$ cat src/rtl/lamp_fpu_sqrt_arbiter.sv
// Two-port round-robin front end for a single fractional sqrt / inverse-sqrt unit.
// One operation in flight; a watchdog turns a silent unit into an error response.
module lamp_fpu_sqrt_arbiter #(
  parameter int S_W     = 8,
  parameter int RES_W   = 16,
  parameter int TIMEOUT = 64
) (
  input  logic               clk,
  input  logic               rst,
  input  logic [1:0]         req_i,
  input  logic [2*S_W-1:0]   s_i,
  input  logic [1:0]         is_exp_odd_i,
  input  logic [1:0]         invSqrt_i,
  input  logic [1:0]         special_case_i,
  output logic [1:0]         ack_o,
  output logic [1:0]         rsp_valid_o,
  input  logic [1:0]         rsp_ready_i,
  output logic [RES_W-1:0]   rsp_res_o,
  output logic               rsp_err_o,
  output logic               doSqrt_o,
  output logic [S_W-1:0]     s_o,
  output logic               is_exp_odd_o,
  output logic               invSqrt_o,
  output logic               special_case_o,
  input  logic               unit_valid_i,
  input  logic [RES_W-1:0]   unit_res_i,
  output logic               busy_o,
  output logic               stray_o
);

  typedef enum logic [1:0] {IDLE, ISSUE, WAIT, RESP} state_t;

  localparam logic [9:0] TMO_LAST = 10'(TIMEOUT - 1);

  state_t             state, state_nxt;
  logic               gnt_sel;
  logic               gnt_q;
  logic               last_grant_q;
  logic [9:0]         timer_q;
  logic [S_W-1:0]     s_q;
  logic               odd_q;
  logic               inv_q;
  logic               spc_q;
  logic [RES_W-1:0]   res_q;
  logic               err_q;
  logic               tmo_hit;
  logic               in_resp;

  // Tie goes to the port that did not win last; a lone requester always wins.
  always_comb begin
    if (req_i == 2'b11) gnt_sel = ~last_grant_q;
    else                gnt_sel = req_i[1] & ~req_i[0];
  end

  assign tmo_hit = (timer_q == TMO_LAST);

  always_comb begin
    state_nxt = state;
    case (state)
      IDLE:  if (req_i != 2'b00)                state_nxt = ISSUE;
      ISSUE:                                    state_nxt = WAIT;
      WAIT:  if (unit_valid_i || tmo_hit)       state_nxt = RESP;
      RESP:  if (rsp_ready_i[gnt_q])            state_nxt = IDLE;
      default:                                  state_nxt = IDLE;
    endcase
  end

  always_ff @(posedge clk) begin
    if (rst) begin
      state        <= IDLE;
      last_grant_q <= 1'b1;
      gnt_q        <= 1'b0;
      timer_q      <= '0;
      s_q          <= '0;
      odd_q        <= 1'b0;
      inv_q        <= 1'b0;
      spc_q        <= 1'b0;
      res_q        <= '0;
      err_q        <= 1'b0;
    end else begin
      state <= state_nxt;
      case (state)
        IDLE: begin
          if (req_i != 2'b00) begin
            gnt_q <= gnt_sel;
            s_q   <= gnt_sel ? s_i[2*S_W-1:S_W] : s_i[S_W-1:0];
            odd_q <= is_exp_odd_i[gnt_sel];
            inv_q <= invSqrt_i[gnt_sel];
            spc_q <= special_case_i[gnt_sel];
          end
        end
        ISSUE: timer_q <= '0;
        WAIT: begin
          timer_q <= timer_q + 10'd1;
          // A unit answer in the timeout cycle still counts as a real result.
          if (unit_valid_i) begin
            res_q <= unit_res_i;
            err_q <= 1'b0;
          end else if (tmo_hit) begin
            res_q <= '0;
            err_q <= 1'b1;
          end
        end
        RESP: if (rsp_ready_i[gnt_q]) last_grant_q <= gnt_q;
        default: ;
      endcase
    end
  end

  assign in_resp        = !rst && (state == RESP);
  assign ack_o          = (!rst && state == IDLE && req_i != 2'b00) ?
                          (gnt_sel ? 2'b10 : 2'b01) : 2'b00;
  assign doSqrt_o       = !rst && (state == ISSUE);
  assign rsp_valid_o    = in_resp ? (gnt_q ? 2'b10 : 2'b01) : 2'b00;
  assign rsp_res_o      = in_resp ? res_q : '0;
  assign rsp_err_o      = in_resp & err_q;
  assign s_o            = rst ? '0 : s_q;
  assign is_exp_odd_o   = !rst & odd_q;
  assign invSqrt_o      = !rst & inv_q;
  assign special_case_o = !rst & spc_q;
  assign busy_o         = !rst && (state != IDLE);
  assign stray_o        = !rst && unit_valid_i && (state != WAIT);

endmodule

$ cat config.mk
export PLATFORM = sky130hd
export DESIGN_NAME = lamp_fpu_sqrt_arbiter
export DESIGN_NICKNAME = d
export VERILOG_FILES = /design/src/rtl/lamp_fpu_sqrt_arbiter.sv
export SDC_FILE = /design/constraint.sdc
export NUM_CORES = 1
export LEC_CHECK = 0
export CORE_MARGIN = 2
export CORE_UTILIZATION = 30
export DETAILED_ROUTE_END_ITERATION = 12
export HOLD_SLACK_MARGIN = 0.12
export PLACE_DENSITY = 0.73
export SLEW_MARGIN = 10
export SYNTH_ARGS = -nofsm -noshare
export SYNTH_HDL_FRONTEND = slang
export SYNTH_SLANG_ARGS = --single-unit
export TNS_END_PERCENT = 30
$ cat constraint.sdc
create_clock -name clk -period 2.11 [get_ports clk]
set_input_delay 0.633 -clock clk [delete_from_list [all_inputs] [get_ports clk]]
set_output_delay 0.633 -clock clk [all_outputs]
set_load 0.02 [all_outputs]
Word-level counts from Yosys, hierarchy flattened

Cells that the tools add are included.

Input port bits: 45
Memory bits (writable): 0
Memories: 0
Word-level logic and storage cells: 72
ROM bits: 0
Register bits: 42
Bits in latches: 0
Output and inout port bits: 35

Shift-type cells: 0
Order comparisons: 2
Bitwise gates (word level): 7
Equality and inequality tests: 9
Muxes and demuxes: 25
$mul: 0
Divide/modulo/power cells: 0
$add $sub $neg: 1
Reductions and logical operators: 18

Operators by type and width:

| cell                    | number |
|---|---|
| $mux W16                | 3 |
| $pmux W10 S2            | 1 |
| $mux W8                 | 2 |
| $mux W2                 | 7 |
| $mux W1                 | 11 |
| $add A10 B1 Y10 const B | 1 |
| $eq A10 B6 Y1 const B   | 1 |
| $ne A2 B2 Y1 const B    | 4 |
| $pmux W2 S4             | 1 |
| $reduce_bool A2 Y1      | 4 |
| $logic_and A1 B1 Y1     | 7 |
| $eq A2 B2 Y1 const B    | 3 |
| $reduce_and A2 Y1       | 3 |
| $and A1 B1 Y1           | 5 |
| $lt A1 B2 Y1 const B    | 2 |
| $reduce_and A3 Y1       | 1 |
| $eq A2 B1 Y1 const B    | 1 |
| $logic_not A2 Y1        | 1 |
| $not A1 Y1              | 2 |
| $logic_not A1 Y1        | 1 |
| $logic_or A1 B1 Y1      | 1 |

Logic depth before layout (Yosys ltp)

Depth after elaboration: 5
Mapped depth: 7
Gate-level depth less buffers: 6

Worst setup path after synthesis

Ideal clock, no wire load.

Path kind: input-to-output
Start: in rst
End: out rsp_res_o[10]
Data required time: 1477 ps
Path slack: -98 ps
Stages: 5
Arrival time: 1575 ps
Cells stage by stage: buf_6 clkbuf_8 nor2b_2 clkbuf_1 and2_1

Cells in the longest elaborated chain, start to end: 3

RTL lines:

| element             | line | text |
|---|---|---|
| start, declared     | 9    | `input logic rst,` |
| $logic_not A1 Y1    | 110  | `assign in_resp = !rst && (state == RESP);` |
| $logic_and A1 B1 Y1 | 110  |  |
| $mux W16            | 115  | `assign rsp_res_o = in_resp ? res_q : '0;` |
| end, declared       | 18   | `output logic [RES_W-1:0] rsp_res_o,` |

No other way between the ends.

Worst setup path in the final report

Start: reg state[0]
End: out rsp_res_o[10]

Cells in the longest elaborated chain, start to end: 3

RTL lines:

| element                | line | text |
|---|---|---|
| start, declared        | 35   | `state_t state, state_nxt;` |
| start signal, assigned | 81   | `state <= state_nxt;` |
| $eq A2 B2 Y1           | 110  |  |
| $logic_and A1 B1 Y1    | 110  |  |
| $mux W16               | 115  |  |

No other way between the ends.

==> results.md <==
- First-pass GRT wire length: 7710 um
- Critical path class: reg2out
- Psw: 851 uW
- Worst path bufs/invs: 2
- LEAKAGE: 0.00131 uW
- Pin count of the biggest net entering global routing: 20
- Worst slew pin tran: 0.323 ns
- Vias per cell: 4.71
- Largest family of logic cells by synthesized area: simple AND/OR/NAND/NOR gates
- Yosys top cell by area: dfxtp_1
- Gate power share: 39.9%
- Switching Fraction: 31.6%
- Die ar.: 7150 um2
- Dpl cell area: 2960 um2
- Initial DRC count: 101
- Share of cells above drive strength 1: 33.6%
- R2R cell count: 7
- Avg Cell Area, Syn: 9.93 um2
- Finished Cell Area: 2980 um2
- Final hold violation count: 0
- Area growth, synth to finish: 53.0%
- Synth Instances: 196
- Hold slack: 0.472 ns
- CP max FO: 19
- Area share of fa/ha/maj cells after synthesis: 3.86%
- Final HPWL DP: 3520 um
- Most frequent cells in the layout: dfxtp_1, clkdlybuf4s50_1, buf_4, and2_1, buf_2
- Port buffer count: 79
- Max Cap Violations: 0
- Cts hold-fix bufs: 0
- Worst r2r dst: res_q[10]$_SDFFE_PP0P_
- Number of synthesized flops with an enable pin: 0
- TritonRoute pass-1 iters: 4
- # DRC: 0
- Fmax: 487 MHz
- Crit path time final: 2.05 ns
- Gp weighted congestion: 0.791
- Synth Area in Simple Gates: 23.1%
- Synth Flop Type: dfxtp_1
- Drt wl/cell: 12.6 um
- Worst hold path class: reg2reg
- Max incr delay on CP: 0.34 ns
- Top-Level Pins: 80
- RSZ-0062 raised after global routing: yes
- CTS tree: built
- Synth unique cells: 37
- Hold wc startpoint: res_q[0]$_SDFFE_PP0P_
- Initial antenna violation count: 0
- Slowest cell on crit path: dfxtp_2
- Starting Density: 30.8%
- Worst hold path depth: 1
- FF-to-FF Start: state[0]$_SDFFE_PP0P_
- Clock Power Share: 22.9%
- Storage cell area: 843 um2
- Core Area: 6310 um2
- Internal power: 1840 uW
- Clock Path Buffers: 2
- Number of nets with antenna violations after routing: 0
- Worst IR Drop VDD: 0.496 mV
- Synth Net Count: 247
- WHS Endpoint: res_q[0]$_SDFFE_PP0P_
- Status: completed
- CTS clk-pin slew, worst paths: 0.08 ns
- Critical path capture point type: output pin
- Pwr per Cell Area: 905 nW/um2
- Final setup violation count: 0
- XOR/XNOR share of the synthesized area: 4.05%
- Fin worst setup slack: 0.0559 ns
- Post-synth top area share: 43.2%
- TritonCTS buffer count: 5
- Worst path cell trace: ha_2 > nor2b_4 > buf_12 > and2_2 > buf_4
- Synth Cell Area: 1950 um2
- Fillers: 624
- Detailed Route WL: 4630 um
- Largest cells by area after synthesis: dfxtp_1, and2_1, a221o_1
- R2R setup slack: 0.51 ns
- Final max-slew violation count: 0
- Pre-CTS setup slack: -0.791 ns
- Fin nets: 342
- Vias in the first global route: 1673
- Compound-cell area share of the yosys netlist: 19.4%
- Vias: 1738
- Number of clock sinks: 42
- Later-pin clock latency in the skew report: 0.29 ns
- WP data arrival: 1.42 ns
- Seq cells post-synth: 42
- H-Tree Depth: 2
- GRT Residual Overflow: 0
- Final worst path period share: 97.3%
- Fraction of registers with async set or reset after synthesis: 0%
- Cell family with most CP delay: flip-flops
- Clk root buf: clkbuf_8
- ANT cells: 0
- DIE HEIGHT: 84.5 um
- Sequential fraction of the synthesis area: 43.2%
- Normalized max-slew margin: 78.5%
- Sequential share of power: 37.3%
- Postcts setup bufs: 0
- Startpoint types: register
- Multi-input logic area: 1060 um2
- Final Skew: 0.00240 ns
- Syn. warnings: 0
- Mux share of post-synthesis cell area: 1.54%
- Die X: 84.5 um
- # rows: 29
- All-Layer GR Usage: 13.2%
- CP required: 1.48 ns
-- cell usage after synthesis, drive strengths merged (2+ instances only) --
cell type  instances
dfxtp             42
and2              31
a22o              16
nor2b             15
nor2              13
a221o             11
a21oi              7
nand2              7
xor2               7
buf                6
ha                 6
clkbuf             5
inv                5
nand4              4
and3               3
mux2i              3
a31o               2
and4               2
o21a               2
o21ai              2
xnor2              2
-- power groups by stage --
stage	logic, uW	clock network, uW	registers [uW]
global placement	1070	0	1010
CTS	1070	638	999
global route	1180	667	1020
detailed placement	1090	0	1010
finish	1070	616	1000
floorplan	616	0	994
-- per-stage QoR --
step / TNS [ns] / instances / utilization (%) / power (uW)
after floorplan: 0 / 196 / - / 1610
after global placement: -26.44 / 361 / 46.9 / 2080
after detailed placement: -27.62 / 361 / 46.9 / 2110
after CTS: 0 / 369 / 46.6 / 2700
after global routing: -0.0276 / 369 / 47.1 / 2870
final: 0 / 369 / 47.1 / 2690
-- layer usage --
| layer | global-route usage (%) | routed length [um] | share of wire [%] | vias up |
|---|---|---|---|---|
| met5 | 0 | 0 | 0 | - |
| met4 | 3.46 | 33 | 0.71 | 0 |
| met3 | 3.83 | 332 | 7.2 | 6 |
| met2 | 21.4 | 2130 | 46 | 62 |
| met1 | 17.1 | 2140 | 46 | 790 |
| li1 | - | - | - | 880 |
-- worst max-delay path by stage --
stage | from | end | slack, ns | depth (start not counted)
after detailed placement | rst | ack_o[1] | -0.79 | 5
after CTS | state[1]$_SDFFE_PP0P_ | rsp_res_o[10] | 0.01 | 5
after floorplan | rst | rsp_res_o[10] | 0.05 | 5
after global placement | rst | ack_o[1] | -0.76 | 5
final | state[0]$_SDFFE_PP0P_ | rsp_res_o[10] | 0.06 | 5
after global routing | state[1]$_SDFFE_PP0P_ | ack_o[0] | -0.02 | 6
-- flip-flops by register name (all words and copies together) (netlist names) --
register	flops
timer_q	10
inv_q	1
odd_q	1
s_q	8
err_q	1
res_q	16
state	2
gnt_q	1
spc_q	1
last_grant_q	1
-- what timing repair did --
| action | in CTS | in global routing |
|---|---|---|
| gates cloned | 0 | 0 |
| gates resized for setup | 152 | 22 |
| endpoints found under the setup margin | 35 | 30 |
-- cells by family (layout without fill, tap and decap cells) --
kind of cell	after synthesis	in the layout
XOR/XNOR	9	9
adder cells (fa/ha/maj)	6	6
AO/OA/AOI/OAI	43	43
buffers and inverters	16	112
multiplexers	3	3
AND/OR/NAND/NOR	77	77
flip-flops	42	42
-- final cells by class --
class / count / area share, %
well taps: 77 / 3.24
inverters: 5 / 0.631
clock inverters: 3 / 1.35
repair buffers: 99 / 28.5
clock buffers: 5 / 2.31
flip-flops and latches: 42 / 28.3
multi-input cells: 138 / 35.6
No activity file was read; power rests on OpenSTA's default activity.
